<file path="src/rtl/lstm_pkg.sv">
// Shared definitions for the LSTM output projection stage.
// Holds the fixed-point format, dot-product length, derived widths,
// the controller state encoding and the signed saturation limits of y.
package lstm_pkg;

  localparam int WL   = 12;                  // word length of h, w, bias, y
  localparam int FL   = 8;                   // fractional bits per operand
  localparam int N    = 16;                  // hidden units per timestep
  localparam int AW   = $clog2(N);           // weight index width
  localparam int ACCW = 2*WL + $clog2(N) + 1; // overflow-free accumulator width

  typedef enum logic [1:0] {
    IDLE = 2'd0,
    ACC  = 2'd1,
    BIAS = 2'd2,
    OUT  = 2'd3
  } state_e;

  localparam logic signed [WL-1:0] Y_MAX = {1'b0, {(WL-1){1'b1}}};
  localparam logic signed [WL-1:0] Y_MIN = {1'b1, {(WL-1){1'b0}}};

  localparam logic [AW-1:0] IDX_LAST = AW'(N-1);

endpackage

</file>
<file path="src/rtl/fx_round_sat.sv">
// Combinational round-half-up and clip from the accumulator format
// (ACCW bits, 2*FL fractional bits) down to a WL-bit word with FL fractional bits.
//   val_i : ACCW-bit signed value to convert
//   y_o   : rounded, saturated WL-bit result
//   sat_o : high when the rounded value did not fit and was clipped
module fx_round_sat
  import lstm_pkg::*;
(
  input  logic [ACCW-1:0] val_i,
  output logic [WL-1:0]   y_o,
  output logic            sat_o
);

  // Half an output LSB expressed in the accumulator scale.
  localparam logic signed [ACCW:0] HALF = {{(ACCW+1-FL){1'b0}}, 1'b1, {(FL-1){1'b0}}};

  logic signed [ACCW:0] r_s;
  logic signed [ACCW:0] q_s;
  logic                 fits_s;

  // One extra bit of headroom so adding HALF can never wrap.
  assign r_s = $signed({val_i[ACCW-1], val_i}) + HALF;
  assign q_s = r_s >>> FL;

  // The value fits when every bit from the y sign position upward is a sign copy.
  assign fits_s = (&q_s[ACCW:WL-1]) | ~(|q_s[ACCW:WL-1]);

  // Select the in-range value or the limit on the side of the sign.
  always_comb begin
    y_o   = q_s[WL-1:0];
    sat_o = 1'b0;
    if (fits_s) begin
      y_o   = q_s[WL-1:0];
      sat_o = 1'b0;
    end else if (q_s[ACCW]) begin
      y_o   = Y_MIN;
      sat_o = 1'b1;
    end else begin
      y_o   = Y_MAX;
      sat_o = 1'b1;
    end
  end

endmodule

</file>
<file path="src/rtl/lstm_dense_head.sv">
// Dense output head after the LSTM cell: y = sum(h[k]*w[k]) + bias, rounded and
// saturated to WL bits, presented on a valid/ready port.
//   clk, rst          : clock, asynchronous active-low reset
//   h_valid/h_in/h_ready : serial hidden-state stream, unit index by arrival order
//   w_we/w_addr/w_data   : weight register file write port (usable any time)
//   bias              : output bias, taken during the BIAS cycle
//   y_valid/y_out/y_ready/sat : result port, sat flags a clipped y_out
//   busy              : controller is away from IDLE
module lstm_dense_head
  import lstm_pkg::*;
(
  input  logic          clk,
  input  logic          rst,
  input  logic          h_valid,
  input  logic [WL-1:0] h_in,
  output logic          h_ready,
  input  logic          w_we,
  input  logic [AW-1:0] w_addr,
  input  logic [WL-1:0] w_data,
  input  logic [WL-1:0] bias,
  output logic          y_valid,
  output logic [WL-1:0] y_out,
  input  logic          y_ready,
  output logic          sat,
  output logic          busy
);

  state_e                   state_q, state_d;
  logic [AW-1:0]            idx_q, idx_d;
  logic signed [ACCW-1:0]   acc_q, acc_d;
  logic [WL-1:0]            y_q, y_d;
  logic                     sat_q, sat_d;
  logic                     yv_q, yv_d;
  logic                     h_ready_q, h_ready_d;
  logic                     busy_q, busy_d;
  logic signed [WL-1:0]     w_q [N];

  logic                     accept_s;
  logic signed [2*WL-1:0]   h_ext_s, w_ext_s, prod_s;
  logic signed [ACCW-1:0]   prod_ext_s, bias_ext_s, rnd_in_s;
  logic [WL-1:0]            rnd_y_s;
  logic                     rnd_sat_s;

  assign accept_s = h_valid & h_ready_q;

  // Full-precision product; the weight is read before any same-cycle write lands.
  assign h_ext_s    = {{WL{h_in[WL-1]}}, h_in};
  assign w_ext_s    = {{WL{w_q[idx_q][WL-1]}}, w_q[idx_q]};
  assign prod_s     = h_ext_s * w_ext_s;
  assign prod_ext_s = {{(ACCW-2*WL){prod_s[2*WL-1]}}, prod_s};

  // Bias aligned to the product scale (2*FL fractional bits).
  assign bias_ext_s = {{(ACCW-WL-FL){bias[WL-1]}}, bias, {FL{1'b0}}};
  assign rnd_in_s   = acc_q + bias_ext_s;

  fx_round_sat u_round_sat (
    .val_i (rnd_in_s),
    .y_o   (rnd_y_s),
    .sat_o (rnd_sat_s)
  );

  // Controller next-state and datapath next values.
  always_comb begin
    state_d = state_q;
    idx_d   = idx_q;
    acc_d   = acc_q;
    y_d     = y_q;
    sat_d   = sat_q;
    yv_d    = yv_q;
    case (state_q)
      IDLE, ACC: begin
        if (accept_s) begin
          // A vector starts from a clean sum regardless of leftover contents.
          acc_d = (state_q == IDLE) ? prod_ext_s : (acc_q + prod_ext_s);
          if (idx_q == IDX_LAST) begin
            idx_d   = {AW{1'b0}};
            state_d = BIAS;
          end else begin
            idx_d   = idx_q + AW'(1'b1);
            state_d = ACC;
          end
        end else begin
          state_d = state_q;
        end
      end
      BIAS: begin
        y_d     = rnd_y_s;
        sat_d   = rnd_sat_s;
        yv_d    = 1'b1;
        state_d = OUT;
      end
      OUT: begin
        if (yv_q && y_ready) begin
          yv_d    = 1'b0;
          acc_d   = {ACCW{1'b0}};
          state_d = IDLE;
        end else begin
          state_d = OUT;
        end
      end
      default: begin
        state_d = IDLE;
        idx_d   = {AW{1'b0}};
        acc_d   = {ACCW{1'b0}};
        yv_d    = 1'b0;
      end
    endcase
    h_ready_d = (state_d == IDLE) || (state_d == ACC);
    busy_d    = (state_d != IDLE);
  end

  // Controller state and registered outputs.
  always_ff @(posedge clk or negedge rst) begin
    if (!rst) begin
      state_q   <= IDLE;
      idx_q     <= {AW{1'b0}};
      acc_q     <= {ACCW{1'b0}};
      y_q       <= {WL{1'b0}};
      sat_q     <= 1'b0;
      yv_q      <= 1'b0;
      h_ready_q <= 1'b1;
      busy_q    <= 1'b0;
    end else begin
      state_q   <= state_d;
      idx_q     <= idx_d;
      acc_q     <= acc_d;
      y_q       <= y_d;
      sat_q     <= sat_d;
      yv_q      <= yv_d;
      h_ready_q <= h_ready_d;
      busy_q    <= busy_d;
    end
  end

  // Weight register file.
  always_ff @(posedge clk or negedge rst) begin
    if (!rst) begin
      for (int k = 0; k < N; k++) begin
        w_q[k] <= {WL{1'b0}};
      end
    end else if (w_we) begin
      w_q[w_addr] <= w_data;
    end
  end

  assign h_ready = h_ready_q;
  assign y_valid = yv_q;
  assign y_out   = y_q;
  assign sat     = sat_q;
  assign busy    = busy_q;

endmodule

</file>
<file path="config.mk">
export PLATFORM = sky130hd
export DESIGN_NAME = lstm_dense_head
export DESIGN_NICKNAME = d
export VERILOG_FILES = /design/src/rtl/lstm_pkg.sv /design/src/rtl/fx_round_sat.sv /design/src/rtl/lstm_dense_head.sv
export SDC_FILE = /design/constraint.sdc
export NUM_CORES = 1
export LEC_CHECK = 0
export ABC_AREA = 1
export CORE_MARGIN = 3
export CORE_UTILIZATION = 38
export CTS_BUF_LIST = sky130_fd_sc_hd__clkbuf_8
export CTS_CLUSTER_SIZE = 28
export DETAILED_ROUTE_END_ITERATION = 8
export PLACE_DENSITY = 0.63
export SLEW_MARGIN = 30
export SYNTH_ARGS = -nofsm -noshare
export SYNTH_HDL_FRONTEND = slang
export SYNTH_SLANG_ARGS = --single-unit
</file>
<file path="constraint.sdc">
create_clock -name clk -period 8.6 [get_ports clk]
set_input_delay 1.72 -clock clk [delete_from_list [all_inputs] [get_ports clk]]
set_output_delay 1.72 -clock clk [all_outputs]
set_load 0.005 [all_outputs]
</file>
# --- Yosys cells after proc, flatten, opt, wreduce, memory -nomap -nowiden ---
# Cells that the tools add are included.
word_totals:
  mem_bits_rw: 0
  word_cells: 78
  register_bits: 243
  input_bits: 45
  romBits: 0
  latchBits: 0
  memories: 0
  out_inout_bits: 16
op_classes:
  bitwise_logic: 5
  eq_ne: 7
  n_addsub: 4
  div_mod_pow: 0
  multipliers: 1
  muxes: 20
  magnitude_cmp: 3
  shift: 0
  n_reduce_logical: 14
ops:
  columns: ["cell", "n"]
  rows:
  - ["$bwmux 192", 1]
  - ["$mux 29", 3]
  - ["$mux 12", 5]
  - ["$pmux 29 s2", 1]
  - ["$bmux 12 s4", 1]
  - ["$demux 12 s4", 1]
  - ["$add 29x9->30 const B", 1]
  - ["$add 29x20->29", 1]
  - ["$add 29x24->29", 1]
  - ["$mul 12x12->24", 1]
  - ["$reduce_and 11->1", 1]
  - ["$reduce_or 11->1", 1]
  - ["$ge 5x5->1 const B", 2]
  - ["$not 4->5", 2]
  - ["$mux 2", 3]
  - ["$pmux 2 s3", 1]
  - ["$reduce_bool 2->1", 3]
  - ["$lt 5x1->1 const B", 1]
  - ["$add 4x1->4 const B", 1]
  - ["$eq 2x1->1 const B", 2]
  - ["$eq 2x2->1 const B", 2]
  - ["$eq 4x4->1 const B", 1]
  - ["$logic_not 2->1", 2]
  - ["$mux 4", 1]
  - ["other kinds (11)", 15]

# --- Longest topological paths before layout ---
# Gate-level depths: netlist of the first run.
logic_depth:
  ltp_word: 9
  depth_mapped: 44
  ltp_nobuf: 41

# --- Hierarchy ---
# A second synthesis of the first run with hierarchy kept.
unflattened:
  cells_unflattened: 2724
  area_unflattened_um2: 20609.8
modules_own_cells:
  columns: ["mod", "n_inst", "seq_area_each_um2", "cells_each", "area_per_inst_um2"]
  rows:
  - ["lstm_dense_head", 1, 6082.1, 2551, 19665.1]
  - ["fx_round_sat", 1, 0.0, 173, 944.7]

# --- Worst setup path before layout of the first run ---
# OpenSTA, ideal clock, no wires.
synth_path:
  path_type: "in2reg"
  start: "input port h_in[11]"
  end: "register acc_q[28]"
  path_buffers: 0
  slack_ps: 501
  t_arrival_ps: 7976
  setup_ps: 123
  t_required_ps: 8477
  stages: 27
  cell_sequence: "clkinv_1 > nor2_1 > fa_1 > fa_1 > inv_1 > fa_1 > inv_1 > fa_1 > inv_1 > fa_1 > inv_1 > ha_1 > nand2_1 > nor3_1 > nand2_1 > o311ai_0 > xor2_1 > inv_1 > ha_1 > a21oi_1 > o21ai_0 > a221oi_1 > nand2_1 > a21oi_1 > o21ai_0 > o21ai_0 > nand2_1"
synth_between:
  elab_chain_cells: 5
synth_lines:
  columns: ["item", "line", "rtl"]
  rows:
  - ["from (decl)", "lstm_dense_head.sv:15", "input logic [WL-1:0] h_in,"]
  - ["$mul 12x12->24 *", "lstm_dense_head.sv:49", "assign prod_s = h_ext_s * w_ext_s;"]
  - ["$add 29x24->29", "lstm_dense_head.sv:74", "acc_d = (state_q == IDLE) ? prod_ext_s : (acc_q + prod_ext_s);"]
  - ["$mux 29 *", "lstm_dense_head.sv:74", null]
  - ["$mux 29 *", "lstm_dense_head.sv:72", "if (accept_s) begin"]
  - ["$pmux 29 s2 *", "lstm_dense_head.sv:70", "case (state_q)"]
  - ["to (signal assigned)", "lstm_dense_head.sv:117", "acc_q <= {ACCW{1'b0}};"]
  - ["to (decl)", "lstm_dense_head.sv:30", "logic signed [ACCW-1:0] acc_q, acc_d;"]
# Mark *: on every way between the ends. The rest lies on a longest branch, timed or not. The select of a mux whose other input is x is not followed.
# A chain may end at the register's enable or synchronous reset.

# --- Final worst setup path of the first run ---
# Same ends and word-level chain as after synthesis.

==> flow_metrics.tcl, run 1 <==
set metrics [dict create \
    required_ns 9.13 \
    synthCells 2645 \
    synth_fa_ha_area_share_pct 20.5 \
    met2_length_microns 25900 \
    cts_buffer_depth 3 \
    pre_cts_slack_ns -0.260 \
    clk-insertion-delay-late_ns 0.61 \
    cts.reportedPaths.clkPinSlew_ns 0.05 \
    yosys.area_share.simple_pct 20.5 \
    timing.final.crit_share_pct 94.1 \
    fmax_mhz 124 \
    final_common_cell "nand2_1" \
    layout_common_cells "nand2_1, inv_1, o21ai_0, dfrtp_1, nor2_1" \
    drc 0 \
    ys_warn_count 0 \
    dr_wl_met3_microns 2470 \
    num_rows 83 \
    final_nets 3066 \
    grt_pass1_vias 17852 \
    drt-total-wl_microns 55200 \
    h-tree-depth 2 \
    drtPass1Iterations 5 \
    synth_nets 2932 \
    syn2layout_area_growth_pct 16.1 \
    relSlewSlack_pct 36.9 \
    end_kind "flip-flop" \
    dr.max_layer_used "met4" \
    die_x_microns 235 \
    vias 17725 \
    grt-ovfl-total 0 \
    gp_congestion 0.894 \
    ios 61 \
    grt_start_max_net_pins 85 \
    fin_util_pct 44.9 \
    n_fill_cell 5162 \
    synth.mux.area_fraction_pct 0 \
    postSynthAreaPerCell_sq_um 7.54 \
    synth-edff-count 0 \
    grtUsageTotal_pct 19.9 \
    startpoint_type "input pin" \
    rsz0062_at_grt "true" \
    via_per_inst 5.07 \
    synth_top_area_share_pct 30.4 \
    hold_violations 0 \
    synth_compound_area_share_pct 16.5 \
    setup_ws_ns 0.507 \
    finalSetupViolCount 0 \
    status "complete, no violations" \
    io_buffers 60 \
    whs_path_depth 2 \
    cp_slowest_stage_delay_ns 0.55 \
    final_antenna_net_count 0 \
    post-route-min-period_ns 8.09 \
    grt_first_pass_wirelength_microns 90600 \
    cts.sinks 243 \
    max_cap_viol_count 0 \
    fin_worst_skew_ns 0.0249 \
    async_reset_ff_share_pct 100 \
    crit_fanout 8 \
    core_sq_um 51600 \
    critPathArrivalTime_ns 8.63 \
    antenna_found_initial 0 \
    drive_gt1_share_pct 10.8 \
    yosys.area.top_type "dfrtp_1" \
    cp_slowest_cell "fa_1" \
    syn_area_sq_um 19900 \
    cts_buffers 45 \
    cts-root-buf "clkbuf_8" \
    ff2ff_setup_slack_ns 0.55 \
    floorplan.initialDensity_pct 38.6 \
    dieArea_sq_um 55200 \
    maxSlewViolCount 0 \
    dp_hpwl_microns 42000 \
    dr.first_iter.drc_count 1203 \
    ys_ff_latch 243 \
    yosysSeqAreaShare_pct 30.5 \
    die_h_microns 235 \
    min_path_type "reg -> reg" \
    reg2regPathDepth 34 \
    wl_met1_microns 25000 \
    synth_cell_types 46 \
    synth_top_family_by_area "simple AND/OR/NAND/NOR gates" \
    fin_tns_setup_ns 0 \
    wl_per_cell_microns 15.8 \
    synth_xor_area_share_pct 2.02 \
    synth_top_cells_by_area "dfrtp_1, fa_1, nand2_1, o21ai_0, inv_1" \
    cts_tree "yes" \
    ys.flop_type "dfrtp_1" \
    path_class "in -> reg" \
    fin_hold_ws_ns 0.478 \
    diodes 0 \
    tightestPinTransition_ns 0.945 \
]
==> cells by family (layout without fill, tap and decap cells) <==
kind of cell	after synthesis	after routing
AO/OA/AOI/OAI	599	599
XOR/XNOR	46	46
adder cells (fa/ha/maj)	242	242
buffers and inverters	528	696
flip-flops	243	243
AND/OR/NAND/NOR	987	987
==> area by class of cell <==
class	instances	area, sq um	area share (%)
multi-input cells	1874	11900	51.5
flip-flops and latches	243	6090	26.3
repair buffers	193	1740	7.53
inverters	422	1610	6.94
well taps	680	851	3.68
clock buffers	57	785	3.39
clock inverters	24	159	0.686
==> sequential cells by signal, indices dropped and copies added (netlist names) <==
register,cells
idx_q,4
y_valid,1
y_out,12
w_q,192
h_ready,1
busy,1
state_q,2
sat,1
acc_q,29
==> metrics by stage <==
step / cell area (sq um) / instances
after detailed placement: 22000 / 3394
after global placement: 21900 / 3393
after floorplan: 19900 / 2645
final: 23100 / 3493
after CTS: 22900 / 3475
after global routing: 23100 / 3493
==> worst max-delay path, delay by kind of cell <==
family	cells	cell delay (ns)
and+or+nand+nor	6	0.77
adders and majority gates	7	3.21
AOI/OAI and AO/OA	11	1.77
buffers and inverters	8	1.16
==> synth_stat cells (4+ instances only) <==
cell      count
a21oi_2      12
a22o_1       12
inv_1       417
o21ai_0     380
a21o_1        4
a31oi_1       7
nand3_2       7
buf_1         7
nor2_2       11
a21oi_1     121
nor2_1      222
nand3_1      70
or2_2        10
clkbuf_1     94
xnor2_1      12
nand2_2      25
nor3_1       12
xor2_1       34
nand2_1     600
o21bai_1      7
nand4_1      15
dfrtp_1     242
o211ai_1     39
nor2_4        5
fa_1        140
ha_1        102
==> path summary, 6_finish.rpt <==
path | end | startpoint
max | acc_q[28] | h_in[11]
min | w_q[85] | w_q[85]
max reg2reg | acc_q[27] | idx_q[0]
min reg2reg | w_q[85] | w_q[85]
max in group asynchronous | y_out[6] | rst
min in group asynchronous | acc_q[18] | rst
==> routing by layer <==
| layer | track usage (%) | vias up |
|---|---|---|
| li1 | - | 8676 |
| met1 | 26.2 | 8524 |
| met2 | 33.2 | 412 |
| met3 | 2.98 | 113 |
| met4 | 7.49 | 0 |
| met5 | 0 | - |
==> repair_timing <==
item / 4_1_cts / 5_1_grt
hold endpoints to repair: 0 / 0
resized for setup: 0 / 22
setup buffers: 0 / 17
hold buffers: 0 / 0
setup endpoints to repair: 0 / 10
Power of run 1 is not shown: default switching activity piles up to over one toggle a cycle in this logic, so the estimate is an artifact.
==> run 2: changes to the inputs <==
--- a/config.mk
+++ b/config.mk
@@ -11,7 +11,7 @@
 export CTS_BUF_LIST = sky130_fd_sc_hd__clkbuf_8
 export CTS_CLUSTER_SIZE = 28
 export DETAILED_ROUTE_END_ITERATION = 8
-export PLACE_DENSITY = 0.63
+export PLACE_DENSITY = 0.61
 export SLEW_MARGIN = 30
 export SYNTH_ARGS = -nofsm -noshare
 export SYNTH_HDL_FRONTEND = slang
==> constraint.sdc (replaced) <==
create_clock -name clk -period 9.55 [get_ports clk]
set_input_delay 1.91 -clock clk [delete_from_list [all_inputs] [get_ports clk]]
set_output_delay 1.91 -clock clk [all_outputs]
set_load 0.005 [all_outputs]
==> flow_metrics.tcl, run 2 (same netlist as run 1, synthesis figures left out) <==
set metrics [dict create \
    status "complete, no violations" \
    dp_hpwl_microns 41000 \
    grt_pass1_vias 17350 \
    tightestPinTransition_ns 0.985 \
    grt_first_pass_wirelength_microns 89300 \
    max_cap_viol_count 0 \
    grtUsageTotal_pct 19.5 \
    gp_congestion 0.919 \
    drt-total-wl_microns 53600 \
    instances_no_fill 3385 \
    dp.cells 3311 \
    fin_worst_skew_ns 0.0242 \
    cp_slowest_stage_delay_ns 0.60 \
    via_per_inst 5.07 \
    min_path_type "reg -> reg" \
    crit_fanout 10 \
    regMostFlops "w_q" \
    fin_util_pct 43.1 \
    core_sq_um 51600 \
    cp_slowest_cell "fa_1" \
    fmax_mhz 113 \
    final_common_cell "nand2_1" \
    diodes 0 \
    final_antenna_net_count 0 \
    h-tree-depth 2 \
    die_h_microns 235 \
    drc 0 \
    drtPass1Iterations 5 \
    final_nets 2966 \
    io_buffers 60 \
    dieArea_sq_um 55200 \
    grt-ovfl-total 0 \
    cts.reportedPaths.clkPinSlew_ns 0.06 \
    crit_top_cell "inv_1" \
    die_x_microns 235 \
    timing.final.crit_share_pct 92.9 \
    num_rows 83 \
    syn2layout_area_growth_pct 11.6 \
    required_ns 10.03 \
    largest_reg_flops 192 \
    rsz0062_at_grt "false" \
    clk-insertion-delay-late_ns 0.62 \
    fin_hold_ws_ns 0.478 \
    drive_gt1_share_pct 6.80 \
    dr.first_iter.drc_count 1095 \
    fin_tns_setup_ns 0 \
    vias 17175 \
    maxSlewViolCount 0 \
    cts_tree "yes" \
    ios 61 \
    layout_common_cells "nand2_1, inv_1, o21ai_0, dfrtp_1, nor2_1" \
    post-route-min-period_ns 8.87 \
    grt_start_max_net_pins 88 \
    relSlewSlack_pct 34.2 \
    cts-root-buf "clkbuf_8" \
    path_class "in -> reg" \
    startpoint_type "input pin" \
    wl_per_cell_microns 15.8 \
    antenna_found_initial 0 \
    cts.sinks 243 \
    finalSetupViolCount 0 \
    floorplan.initialDensity_pct 38.6 \
    end_kind "flip-flop" \
    cts_buffer_depth 3 \
    n_fill_cell 5185 \
    cts_buffers 46 \
    hold_violations 0 \
    critPathArrivalTime_ns 9.35 \
]
==> run 2: cell count changes in the layout (fill, tap and decap cells not counted), moves of 3 or more <==
cell	delta
buf_4	-93
nand2_2	-4
buf_12	-4
inv_1	+3
clkinvlp_4	-6
clkinv_2	-4
nand2_1	+5
==> run 2: layout make-up <==
type	instances	area [sq um]	area share [%]
sequential	243	6090	27.4
inverter	422	1590	7.14
timing repair buffer	92	891	4.00
tap	680	851	3.82
multi-input combinational	1874	11900	53.4
clock buffer	56	771	3.46
clock inverter	18	173	0.776
==> run 2: repair_timing <==
action	CTS	global route
setup endpoints to repair	0	2
setup buffers	0	0
hold buffers	0	0
resized for setup	0	1
==> run 2: worst max-delay path: cells and delay by family <==
kind	cells	cell delay (ns)
and+or+nand+nor	10	1.63
AOI/OAI and AO/OA	5	0.67
adders and majority gates	7	3.43
xor gates and xnor gates	1	0.31
buffers and inverters	9	1.38
==> run 2: final timing paths <==
path	start	to	slack (ns)	cells past startpoint
max	h_in[11]	acc_q[28]	0.68	32
min	w_q[36]	w_q[36]	0.48	2
max reg2reg	idx_q[0]	acc_q[28]	0.85	37
min reg2reg	w_q[36]	w_q[36]	0.48	2
max in group asynchronous	rst	w_q[122]	7.13	2
min in group asynchronous	rst	acc_q[19]	1.22	1
==> run 2: metal layers <==
layer / GRT usage, % / vias to the layer above / wire, microns
li1: - / 8469 / -
met1: 26.4 / 8247 / 24800
met2: 32.6 / 382 / 25100
met3: 2.95 / 77 / 2390
met4: 5.49 / 0 / 1360
met5: 0 / - / 0
==> run 2: through the flow <==
stage                     cell area (sq um)  setup slack [ns]
final                                 22300             0.681
after detailed placement              21300            0.0315
after CTS                             22200             0.623
after global placement                21300             0.234
after floorplan                       19900              1.26
after global routing                  22300            0.0412
Power of run 2 is left out for the same reason.
==> run 3: changes to the inputs <==
--- a/config.mk
+++ b/config.mk
@@ -6,11 +6,11 @@
 export NUM_CORES = 1
 export LEC_CHECK = 0
 export ABC_AREA = 1
-export CORE_MARGIN = 3
 export CORE_UTILIZATION = 38
 export CTS_BUF_LIST = sky130_fd_sc_hd__clkbuf_8
 export CTS_CLUSTER_SIZE = 28
 export DETAILED_ROUTE_END_ITERATION = 8
+export GPL_TIMING_DRIVEN = 0
 export PLACE_DENSITY = 0.61
 export SLEW_MARGIN = 30
 export SYNTH_ARGS = -nofsm -noshare
==> flow_metrics.tcl, run 3 (same netlist as run 1, synthesis figures left out) <==
set metrics [dict create \
    final_antenna_net_count 0 \
    finalSetupViolCount 0 \
    grtUsageTotal_pct 22.5 \
    dp_hpwl_microns 46700 \
    largest_reg_flops 192 \
    drtPass1Iterations 6 \
    cts_hold_buf 0 \
    max_cap_viol_count 0 \
    fin_util_pct 43.7 \
    regMostFlops "w_q" \
    grtUsageMet2_pct 35.9 \
    required_ns 10.02 \
    path_class "reg -> reg" \
    grt-ovfl-total 0 \
    crit_start "idx_q[0]" \
    fin_worst_skew_ns 0.0312 \
    grt_pass1_vias 17709 \
    die_h_microns 231 \
    final_nets 3041 \
    relSlewSlack_pct 44.8 \
    via_per_inst 5.17 \
    cp_slowest_stage_delay_ns 0.55 \
    dr.first_iter.drc_count 1664 \
    finish.instance_area_sq_um 22600 \
    cts_buffer_depth 3 \
    floorplan.initialDensity_pct 38.6 \
    cts_tree "yes" \
    crit_top_cell "nand2_1" \
    globalRouteMet1Util_pct 30.9 \
    cts_buffers 46 \
    n_fill_cell 5193 \
    reg2regPathDepth 36 \
    grt_start_max_net_pins 71 \
    min_path_type "reg -> reg" \
    placed_cell_area_sq_um 21400 \
    num_rows 83 \
    critPathArrivalTime_ns 9.44 \
    dieArea_sq_um 53400 \
    cts-root-buf "clkbuf_8" \
    post-route-min-period_ns 8.97 \
    clk-insertion-delay-late_ns 0.61 \
    cp_slowest_cell "fa_1" \
    crit_fanout 11 \
    grt_first_pass_wirelength_microns 94300 \
    tightestPinTransition_ns 0.825 \
    dp.cells 3385 \
    gp_congestion 0.897 \
    pre_cts_slack_ns -0.721 \
    drc 0 \
    cts.sinks 243 \
    ff2ff_setup_slack_ns 0.58 \
    status "complete, no violations" \
    final_common_cell "nand2_1" \
    layout_common_cells "nand2_1, inv_1, o21ai_0, dfrtp_1, nor2_1" \
    die_x_microns 231 \
    rsz0062_at_grt "false" \
    setup_ws_ns 0.576 \
    core_sq_um 51600 \
    drive_gt1_share_pct 6.81 \
    end_kind "flip-flop" \
    h-tree-depth 2 \
    wl_per_cell_microns 17.2 \
    drt-total-wl_microns 59700 \
    hold_violations 0 \
    antenna_found_initial 1 \
    fmax_mhz 111 \
    instances_no_fill 3472 \
    r2r_start "idx_q[0]" \
    endpoint "acc_q[26]" \
    diodes 0 \
    met3_usage_pct 3.58 \
    busiest_layer "met2" \
    cts.reportedPaths.clkPinSlew_ns 0.06 \
    reg2reg_to "acc_q[26]" \
    vias 17948 \
    timing.final.crit_share_pct 94.0 \
    syn2layout_area_growth_pct 13.3 \
    ios 61 \
    maxSlewViolCount 0 \
    startpoint_type "flip-flop" \
    io_buffers 57 \
]
[run 3: repair_timing]
action,in CTS,in global routing
buffers inserted,0,4
pin swaps,0,3
setup endpoints to repair,9,8
gates resized for setup,22,17
hold endpoints to repair,0,0
[run 3: how the worst min path moves through the flow]
stage	slack, ns	startpoint	to	cells after the start
3_5_place_dp	0.47	w_q[37]	w_q[37]	2
2_1_floorplan	0.45	w_q[108]	w_q[108]	2
4_1_cts	0.48	w_q[37]	w_q[37]	2
5_1_grt	0.50	w_q[60]	w_q[60]	2
3_3_place_gp	0.46	w_q[183]	w_q[183]	2
6_report	0.48	w_q[191]	w_q[191]	2
[run 3: area by class of cell]
| cell class | instances | area, sq um | share of cell area (%) |
|---|---|---|---|
| clock inverter | 23 | 186 | 0.826 |
| inverter | 422 | 1580 | 7.02 |
| multi-input combinational | 1874 | 11900 | 52.6 |
| buffer | 103 | 434 | 1.92 |
| clock buffer | 63 | 867 | 3.84 |
| sequential | 243 | 6080 | 26.9 |
| tap | 680 | 851 | 3.77 |
| timing repair buffer | 64 | 688 | 3.05 |
[run 3: stage by stage]
stage	setup TNS (ns)	hold WS, ns
floorplan	0	0.448
detailed placement	-3.31	0.468
CTS	0	0.483
finish	0	0.481
global route	0	0.496
global placement	-970.95	0.460
[run 3: routing by layer]
metal / wire length [microns] / vias up
li1: - / 8622
met1: 26900 / 8631
met5: 0 / -
met4: 1740 / 0
met3: 4100 / 108
met2: 26900 / 587
[run 3: critical path, delay by kind of cell (launching register included)]
kind            cells  cell delay (ns)
fa+ha+maj           7             3.34
simple gates       14             2.20
buf+inv             9             1.57
compound gates      5             0.99
flops               1             0.53
xor+xnor            1             0.18
Power of run 3 is left out for the same reason.
